$ cat src/rtl/fir_task_scheduler.sv
// fir_task_scheduler: arbitrates coefficient-set loads and sample transfers
// into a FIR controller. Optional watchdog on the wait states: FIR_SCHED_TIMEOUT_EN.
module fir_task_scheduler (
    input  logic       clk,
    input  logic       n_rst,
    input  logic       new_coeff_set,
    output logic       coeff_clear,
    input  logic       sample_req,
    output logic       sample_ack,
    input  logic       modwait,
    input  logic       err_in,
    output logic       dr,
    output logic       lc,
    output logic [1:0] coeff_num,
    output logic       busy,
    output logic       sched_err,
    output logic       timeout
);

    // Handshake: new_coeff_set and sample_req are levels sampled only in IDLE;
    // coeff_clear / sample_ack are one-cycle completion pulses; after each lc
    // or dr burst the controller raises modwait once and later drops it.
    typedef enum logic [2:0] {
        IDLE     = 3'd0,
        LC_PULSE = 3'd1,
        LC_BUSY  = 3'd2,
        LC_DONE  = 3'd3,
        DR1      = 3'd4,
        DR2      = 3'd5,
        S_BUSY   = 3'd6,
        S_DONE   = 3'd7
    } state_t;

    state_t     state;
    state_t     base_next;
    state_t     state_next;
    logic [1:0] idx;
    logic       last_grant_coeff;
    logic       wd_fire;

    always_ff @(posedge clk or negedge n_rst) begin
        if (!n_rst) begin
            state <= IDLE;
        end else begin
            state <= state_next;
        end
    end

    // Fair arbitration: on a tie the requester that was not served last wins.
    always_comb begin
        base_next = state;
        case (state)
            IDLE: begin
                if (new_coeff_set && (!sample_req || !last_grant_coeff)) begin
                    base_next = LC_PULSE;
                end else if (sample_req) begin
                    base_next = DR1;
                end
            end
            LC_PULSE: base_next = LC_BUSY;
            LC_BUSY:  if (modwait) base_next = LC_DONE;
            LC_DONE: begin
                if (!modwait) begin
                    base_next = (idx == 2'd3) ? IDLE : LC_PULSE;
                end
            end
            DR1:      base_next = DR2;
            DR2:      base_next = S_BUSY;
            S_BUSY:   if (modwait) base_next = S_DONE;
            S_DONE:   if (!modwait) base_next = IDLE;
            default:  base_next = IDLE;
        endcase
    end

    assign state_next = wd_fire ? IDLE : base_next;

`ifdef FIR_SCHED_TIMEOUT_EN
    logic [7:0] wd_cnt;
    logic       timeout_q;
    logic       in_wait;
    logic       next_is_wait;

    assign in_wait      = (state == LC_BUSY) || (state == LC_DONE) ||
                          (state == S_BUSY)  || (state == S_DONE);
    assign next_is_wait = (state_next == LC_BUSY) || (state_next == LC_DONE) ||
                          (state_next == S_BUSY)  || (state_next == S_DONE);

    // The count reaches 255 on the edge that fires, so fire while it reads 254.
    assign wd_fire = in_wait && (base_next == state) && (wd_cnt == 8'd254);

    always_ff @(posedge clk or negedge n_rst) begin
        if (!n_rst) begin
            wd_cnt    <= 8'd0;
            timeout_q <= 1'b0;
        end else begin
            timeout_q <= wd_fire;
            if (next_is_wait && (state_next != state)) begin
                wd_cnt <= 8'd0;
            end else if (in_wait) begin
                wd_cnt <= wd_cnt + 8'd1;
            end else begin
                wd_cnt <= 8'd0;
            end
        end
    end

    assign timeout = timeout_q;
`else
    assign wd_fire = 1'b0;
    assign timeout = 1'b0;
`endif

    // Bookkeeping registers updated on the transitions that complete work.
    always_ff @(posedge clk or negedge n_rst) begin
        if (!n_rst) begin
            idx              <= 2'd0;
            last_grant_coeff <= 1'b0;
            coeff_clear      <= 1'b0;
            sched_err        <= 1'b0;
        end else begin
            coeff_clear <= 1'b0;
            if (wd_fire) begin
                sched_err <= 1'b1;
                idx       <= 2'd0;
            end else begin
                case (state)
                    IDLE: begin
                        if (base_next == DR1) begin
                            sched_err <= 1'b0;
                        end
                    end
                    LC_DONE: begin
                        if (!modwait) begin
                            if (idx == 2'd3) begin
                                coeff_clear      <= 1'b1;
                                idx              <= 2'd0;
                                last_grant_coeff <= 1'b1;
                            end else begin
                                idx <= idx + 2'd1;
                            end
                        end
                    end
                    S_DONE: begin
                        if (!modwait) begin
                            sched_err        <= err_in;
                            last_grant_coeff <= 1'b0;
                        end
                    end
                    default: ;
                endcase
            end
        end
    end

    // Strobes decode from state (and idx) only, so no input reaches lc or dr.
    always_comb begin
        lc         = 1'b0;
        dr         = 1'b0;
        sample_ack = 1'b0;
        coeff_num  = 2'd0;
        busy       = (state != IDLE);
        case (state)
            LC_PULSE: begin
                lc        = 1'b1;
                coeff_num = idx;
            end
            LC_BUSY, LC_DONE: coeff_num = idx;
            DR1:      dr = 1'b1;
            DR2: begin
                dr         = 1'b1;
                sample_ack = 1'b1;
            end
            default: ;
        endcase
    end

endmodule

$ cat config.mk
export PLATFORM = sky130hd
export DESIGN_NAME = fir_task_scheduler
export DESIGN_NICKNAME = d
export VERILOG_FILES = /design/src/rtl/fir_task_scheduler.sv
export SDC_FILE = /design/constraint.sdc
export NUM_CORES = 1
export LEC_CHECK = 0
export BUFFER_PORTS_ARGS = -buffer_cell sky130_fd_sc_hd__buf_4
export CORE_AREA = 2 2 39 41
export CTS_CLUSTER_SIZE = 16
export DETAILED_ROUTE_END_ITERATION = 16
export DIE_AREA = 0 0 41 43
export MAX_ROUTING_LAYER = met4
export PLACE_DENSITY = 0.62
export SKIP_CTS_REPAIR_TIMING = 1
export SLEW_MARGIN = 20
export SYNTH_ARGS = -nofsm -noshare
export SYNTH_HDL_FRONTEND = slang
export SYNTH_SLANG_ARGS = --single-unit
$ cat constraint.sdc
create_clock -name clk -period 2.8 [get_ports clk]
set_input_delay 0.28 -clock clk [delete_from_list [all_inputs] [get_ports clk]]
set_output_delay 0.28 -clock clk [all_outputs]
set_load 0.01 [all_outputs]
==> results of run 1 <==
power breakdown:
group          switching, W  internal (W)
Clock             0.0000365     0.0000489
Combinational      0.000115      0.000147
Sequential        0.0000624      0.000170
Total              0.000213      0.000366
cell usage in the layout, fill, tap and decap left out, types with 2 or more instances in the layout:
cell type	count
a21boi_0	2
a21oi_1	2
and2_1	2
buf_4	13
clkbuf_4	3
dfrtp_1	8
mux2_2	2
nand2_1	2
nor2_1	4
nor3b_1	4
o21ai_0	4
registers in the layout, indices dropped and copies added, names as in the netlist:
signal / flops
sched_err: 1
last_grant_coeff: 1
state: 3
idx: 2
coeff_clear: 1
worst min-delay path: cells and delay by family:
family | cells | cell delay, ns
buffers and inverters | 1 | 0.09
AOI/OAI and AO/OA | 1 | 0.07
and+or+nand+nor | 1 | 0.06
path summary, 6_finish.rpt:
path	start	end	slack, ns	cells past startpoint
max in group asynchronous	n_rst	idx[0]	2.28	2
worst max-delay path	state[2]	sample_ack	1.26	3
worst max register to register	state[1]	idx[0]	1.51	3
worst min-delay path	modwait	state[0]	0.29	3
min in group asynchronous	n_rst	idx[1]	0.38	2
worst min register to register	idx[1]	idx[1]	0.54	1
routing by layer:
metal | track usage [%] | wire length [um] | up-vias
met4 | 12.00 | 15 | 0
met5 | - | 0 | -
met2 | 15.31 | 419 | 7
met3 | 6.283 | 33 | 2
li1 | - | - | 172
met1 | 15.51 | 375 | 156
cell type report:
cell class / instances / share of cell area [%]
inverters: 1 / 0.6757
clock buffers: 3 / 4.054
well taps: 16 / 3.604
repair buffers: 14 / 19.37
multi-input cells: 30 / 36.26
flip-flops and latches: 8 / 36.04
per-stage QoR:
stage | worst slack (ns) | utilization [%] | total power [W] | instance area (um^2)
floorplan | 1.615 | - | 0.0003986 | 424.2
global placement | 1.521 | 37.79 | 0.0004922 | 523.0
detailed placement | 1.506 | 37.79 | 0.0004974 | 523.0
CTS | 1.253 | 39.42 | 0.0005869 | 545.5
global route | 1.166 | 40.14 | 0.0006359 | 555.5
finish | 1.262 | 40.14 | 0.0005793 | 555.5
logic make-up (layout without fill, tap and decap cells):
group / count (synthesis) / after routing / share of synthesized area, %
adders and majority gates: 1 / 1 / 2.949
and+or+nand+nor: 17 / 17 / 25.67
muxes: 2 / 2 / 5.309
other: 1 / 1 / 0.8841
AOI/OAI and AO/OA: 9 / 9 / 12.68
buffers and inverters: 3 / 18 / 5.309
DFF: 8 / 8 / 47.20
==> out/results.tsv, run 1 <==
metric	value	unit
run status	completed	
Critical Path Start Type	flip-flop	
Slowest-stage cell, CP	dfrtp_1	
synth unique cells	20	
fraction of layout cells with a size suffix above 1	37.50	%
Vias	337	
port bufs	13	
CP required	2.52	ns
worst-path cell chain	and2b_2 -> and2_1 -> buf_4	
kind of critical path	reg2out	
DIE AREA	0.001763	mm^2
CTS Sinks	8	
hpwl dp	654.6	um
Die Y-Extent	43	um
Initial Util	30.65	%
Worst-Skew Late Latency	0.25	ns
Area Growth Syn to Fin	30.97	%
Synth top cells by count	8 x dfrtp_1, 4 x nor2_1, 4 x nor3b_1, 4 x o21ai_0	
Avg Inst Size Synth	10.35	um^2
Synth area leaders	dfrtp_1 47%, nor3b_1 7.1%, mux2_2 5.3%	
cell count after synthesis	41	
TritonRoute pass-1 iters	3	
maximum VDD drop	0.3825	mV
H-Tree Depth	1	
Top Ports	15	
Final Cycle Share	54.93	%
CTS tree	done	
Vias per Instance	4.681	
Num CTS Buffers	3	
nature of the critical path endpoint	output pin	
Crit Path Max Fanout	12	
top cell type by total area after synthesis	dfrtp_1	
register bit count reported by yosys	8	
core area	0.001384	mm^2
Top delay family on crit path	flip-flops	
cell leakage power	0.2693	nW
setup_tns	0	ns
drt total wl	843	um
Max Cap Violations	0	
final net count	65	
area of the multi-input gates	201.4	um^2
Initial DRC Count	1	
critical path's largest stage delay	0.48	ns
first-pass GRT wire length	1.359	mm
skew final	0.007330	ns
post-synth net total	48	
sequential share of the synthesized area	47.20	%
number of synthesized flops with an enable pin	0	
FF/Latch Area	200.2	um^2
global route total overflow	0	
HP Class	in2reg	
placed insts	68	
Root Driver	clkbuf_4	
clk buf depth	2	
Post-Synthesis Cell Area	424.2	um^2
most common cell in the netlist	dfrtp_1	
clk slew on worst S/H paths	0.06	ns
Placement Rows	14	
CP bufs+invs	1	
antenna violations before repair	0	
max-slew violations	0	
Final Hold Fails	0	
WL per Instance	11.71	um
number of global-route vias before repair	304	
DIE WIDTH	41	um
post-route antenna net violation count	0	
fmax	650.2	MHz
Syn. warnings	0	
Final GP Congestion	0.7237	
fraction of registers with async set/reset	100.0	%
RSZ-0062 raised after global routing	no	
# DRC	0	
Yosys top cell area share	47.20	%
pin count of the biggest net entering global routing	13	
crit path DAT	1.26	ns
fin cells	72	
top_reg_cell synth	dfrtp_1	
WHS	0.2864	ns
Total GRT Usage	13.07	%
post-layout min period	1.538	ns
Filler Cell Count	143	
Final setup viols	0	
PD cells	1043	mW/mm^2
diode count	0	
No activity file was read; power rests on OpenSTA's default activity.
==> run 2: changes to the inputs <==
==> constraint.sdc (replaced) <==
create_clock -name clk -period 1.52 [get_ports clk]
set_input_delay 0.152 -clock clk [delete_from_list [all_inputs] [get_ports clk]]
set_output_delay 0.152 -clock clk [all_outputs]
set_load 0.01 [all_outputs]
==> run 2 against run 1 <==
Clock skew shrank 0.0060 ns. Setup slack lost 1.2 ns. Die area is the same. Total power grew 83%. Sequential cell count is the same. Combinational power grew 84%. Final cell count is the same. Highest routed layer unchanged. Critical path type unchanged. Non-clock buffer count is the same. Critical path depth shrank 1. Clock-buffer cell count is the same.
==> out/results.tsv, run 2 (synthesis gave the netlist of run 1 again) <==
metric	value	unit
run status	completed	
Vias	349	
Critical Path Start Type	flip-flop	
global route total overflow	0	
setup_tns	0	ns
CTS tree	done	
post-layout min period	1.433	ns
post-route antenna net violation count	0	
worst-path cell chain	or3_4 -> buf_4	
met1 GRT Util	14.67	%
skew final	0.001303	ns
r2r worst-path depth	2	
Final GP Congestion	0.7057	
worst r2r dst	sched_err	
hold wc startpoint	modwait	
Placement Rows	14	
pin count of the biggest net entering global routing	13	
WL per Instance	10.83	um
Max Cap Violations	0	
GR Util met3	3.141	%
most frequent cells in the layout	13 x buf_4, 8 x dfrtp_1, 4 x nor3b_1, 4 x o21ai_0, 4 x nor2_1	
CP required	1.37	ns
DIE AREA	0.001763	mm^2
core area	0.001384	mm^2
nature of the critical path endpoint	output pin	
number of global-route vias before repair	346	
crit path DAT	1.28	ns
Hold Crit Depth	3	
Die Y-Extent	43	um
HP Class	in2reg	
Filler Cell Count	145	
FF/Latch Area	200.2	um^2
port bufs	13	
Top Ports	15	
layer with the highest usage	met2	
Final Cycle Share	94.25	%
clk slew on worst S/H paths	0.05	ns
R2R Setup Slk	0.31	ns
GRT met2 Usage	17.19	%
antenna violations before repair	0	
r2r startpoint	state[2]	
clk buf depth	2	
pre-CTS worst setup slack	0.3147	ns
Initial Util	30.65	%
H-Tree Depth	1	
Crit Path Max Fanout	12	
setup slack after layout	0.08736	ns
register with the highest flop count	state	
Final setup viols	0	
commonest non-fill, non-tap cell in the layout	buf_4	
first-pass GRT wire length	1.366	mm
drt total wl	780	um
final net count	65	
WHS	0.1685	ns
maximum VDD drop	0.6212	mV
Root Driver	clkbuf_4	
max reg flops	3	
CTS Sinks	8	
diode count	0	
fraction of layout cells with a size suffix above 1	37.50	%
DIE WIDTH	41	um
PD cells	1908	mW/mm^2
cell leakage power	0.2693	nW
Worst-Skew Late Latency	0.25	ns
fmax	698.0	MHz
kind of critical path	reg2out	
TritonRoute pass-1 iters	4	
Vias per Instance	4.847	
Area Growth Syn to Fin	30.97	%
Final Hold Fails	0	
Slowest-stage cell, CP	dfrtp_1	
Initial DRC Count	7	
largest registers	state (3), idx (2)	
area of the multi-input gates	201.4	um^2
Num CTS Buffers	3	
RSZ-0062 raised after global routing	no	
Worst Hold Path EP	state[0]	
Total GRT Usage	12.17	%
critical path's largest stage delay	0.49	ns
max-slew violations	0	
# DRC	0	
[run 2: report_power, final]
group / internal, W / switching (W) / leakage [nW] / total (W)
logic: 0.000273 / 0.000209 / 0.157 / 0.000482
registers: 0.000312 / 0.000110 / 0.0980 / 0.000422
clock network: 0.0000900 / 0.0000666 / 0.0138 / 0.000157
total: 0.000675 / 0.000385 / 0.269 / 0.00106
[run 2: worst max-delay path by stage]
stage / start / to / slack, ns / cells past startpoint
detailed placement: state[2] / sched_err / 0.31 / 2
global route: state[2] / sample_ack / 0.03 / 3
floorplan: state[1] / sched_err / 0.37 / 2
CTS: state[2] / busy / 0.08 / 2
finish: state[2] / busy / 0.09 / 2
global placement: state[2] / sched_err / 0.31 / 2
[run 2: per-stage QoR]
| step | utilization [%] | area (um^2) | power [W] | std cells |
|---|---|---|---|---|
| floorplan | - | 424.2 | 0.0007342 | 41 |
| finish | 40.14 | 555.5 | 0.001060 | 72 |
| CTS | 39.42 | 545.5 | 0.001077 | 71 |
| global route | 40.14 | 555.5 | 0.001176 | 72 |
| global placement | 37.79 | 523.0 | 0.0009063 | 68 |
| detailed placement | 37.79 | 523.0 | 0.0009146 | 68 |
[run 2: area by class of cell]
type | instances | share of cell area [%]
Tap cell | 16 | 3.604
Multi-Input combinational cell | 30 | 36.26
Inverter | 1 | 0.6757
Timing Repair Buffer | 14 | 19.37
Clock buffer | 3 | 4.054
Sequential cell | 8 | 36.04
[run 2: critical path, delay by kind of cell (launching register included)]
kind | cells | cell delay, ns
buffers and inverters | 1 | 0.15
flip-flops | 1 | 0.49
AND/OR/NAND/NOR | 1 | 0.39
[run 2: layer usage]
layer | share of wire (%) | vias up
met5 | 0 | -
met4 | 1.8 | 0
met3 | 5.9 | 2
met2 | 53 | 14
met1 | 39 | 162
li1 | - | 171
==> run 3: changes to the inputs <==
--- a/config.mk
+++ b/config.mk
@@ -7,11 +7,13 @@
 export LEC_CHECK = 0
 export BUFFER_PORTS_ARGS = -buffer_cell sky130_fd_sc_hd__buf_4
 export CORE_AREA = 2 2 39 41
+export CTS_BUF_LIST = sky130_fd_sc_hd__clkbuf_4 sky130_fd_sc_hd__clkbuf_8 sky130_fd_sc_hd__clkbuf_16
 export CTS_CLUSTER_SIZE = 16
 export DETAILED_ROUTE_END_ITERATION = 16
 export DIE_AREA = 0 0 41 43
 export MAX_ROUTING_LAYER = met4
 export PLACE_DENSITY = 0.62
+export RECOVER_POWER = 50
 export SKIP_CTS_REPAIR_TIMING = 1
 export SLEW_MARGIN = 20
 export SYNTH_ARGS = -nofsm -noshare
==> run 3 against run 2 <==
Register-to-register slack about the same. Clock skew unchanged. Sequential cell count unchanged. Utilization decreased by 0.81 points. Worst hold slack about the same. Highest routed layer unchanged. Total power decreased by 1.6%. Maximum frequency about the same. Via count unchanged.
==> out/results.tsv, run 3 (synthesis gave the netlist of run 1 again) <==
metric	value	unit
fraction of layout cells with a size suffix above 1	32.14	%
# DRC	0	
Final Cycle Share	94.23	%
setup slack after layout	0.08768	ns
Vias per Instance	4.847	
nature of the critical path endpoint	output pin	
pin count of the biggest net entering global routing	13	
largest registers	state (3), idx (2)	
Top Ports	15	
cell leakage power	0.2564	nW
register with the highest flop count	state	
most frequent cells in the layout	10 x buf_4, 8 x dfrtp_1, 4 x nor3b_1, 4 x o21ai_0, 4 x nor2_1	
port bufs	13	
fmax	698.2	MHz
Total GRT Usage	12.17	%
r2r worst-path depth	2	
final net count	65	
number of global-route vias before repair	346	
kind of critical path	reg2out	
global route total overflow	0	
Placement Rows	14	
maximum VDD drop	0.6169	mV
diode count	0	
WHS	0.1685	ns
post-layout min period	1.432	ns
CP required	1.37	ns
HP Class	in2reg	
core area	0.001384	mm^2
Initial Util	30.65	%
DIE WIDTH	41	um
Final Hold Fails	0	
TritonRoute pass-1 iters	4	
RSZ-0062 raised after global routing	no	
Crit Path Max Fanout	12	
setup_tns	0	ns
max reg flops	3	
Final setup viols	0	
Die Y-Extent	43	um
WL per Instance	10.76	um
Final GP Congestion	0.7057	
Hold Crit Depth	3	
commonest non-fill, non-tap cell in the layout	buf_4	
Root Driver	clkbuf_4	
skew final	0.001303	ns
Area Growth Syn to Fin	28.32	%
first-pass GRT wire length	1.366	mm
CTS tree	done	
PD cells	1917	mW/mm^2
Vias	349	
antenna violations before repair	0	
max-slew violations	0	
Initial DRC Count	7	
Worst Hold Path EP	state[0]	
Max Cap Violations	0	
worst r2r dst	sched_err	
H-Tree Depth	1	
Critical Path Start Type	flip-flop	
hold wc startpoint	modwait	
DIE AREA	0.001763	mm^2
drt total wl	775	um
Num CTS Buffers	3	
pre-CTS worst setup slack	0.3147	ns
clk buf depth	2	
crit path DAT	1.28	ns
run status	completed	
R2R Setup Slk	0.31	ns
clk slew on worst S/H paths	0.05	ns
Worst-Skew Late Latency	0.25	ns
r2r startpoint	state[2]	
post-route antenna net violation count	0	
CTS Sinks	8	
run 3: cell types whose count changed in the layout (fill, tap and decap cells not counted), sizes merged:
| cell | delta |
|---|---|
| clkbuf | +3 |
| buf | -3 |
run 3: cell type report:
class / count / area [um^2]
Fill cell: 150 / 839.6
Multi-Input combinational cell: 30 / 201.4
Timing Repair Buffer: 14 / 96.34
Clock buffer: 3 / 22.52
Tap cell: 16 / 20.02
Sequential cell: 8 / 200.2
Inverter: 1 / 3.754
run 3: metrics by stage:
| step | total power, W | utilization, % | instances | instance area [um^2] |
|---|---|---|---|---|
| finish | 0.001043 | 39.33 | 72 | 544.3 |
| global placement | 0.0009063 | 37.79 | 68 | 523.0 |
| detailed placement | 0.0009146 | 37.79 | 68 | 523.0 |
| floorplan | 0.0007342 | - | 41 | 424.2 |
| global route | 0.001160 | 39.33 | 72 | 544.3 |
| CTS | 0.001077 | 39.42 | 71 | 545.5 |
run 3: power breakdown:
part | internal, W | total, W | leakage, nW | switching (W)
Clock | 0.0000900 | 0.000157 | 0.0138 | 0.0000666
Sequential | 0.000312 | 0.000421 | 0.0980 | 0.000108
Combinational | 0.000258 | 0.000466 | 0.145 | 0.000208
run 3: how the worst max path moves through the flow:
| stage | slack [ns] | start | endpoint | cells past startpoint |
|---|---|---|---|---|
| detailed placement | 0.31 | state[2] | sched_err | 2 |
| CTS | 0.08 | state[2] | busy | 2 |
| finish | 0.09 | state[2] | busy | 2 |
| global placement | 0.31 | state[2] | sched_err | 2 |
| global route | 0.03 | state[2] | sample_ack | 3 |
| floorplan | 0.37 | state[1] | sched_err | 2 |
run 3: per-layer routing:
layer	vias to the layer above	wire [um]	GRT usage, %
met3	2	47	3.141
met1	162	300	14.67
met5	-	0	-
met4	0	14	8.000
li1	171	-	-
met2	14	412	17.19
run 3: critical path, stage by stage, from the launching register on:
cell and delay (ns):
dfrtp_1 0.49, or3_4 0.39, buf_4 0.15
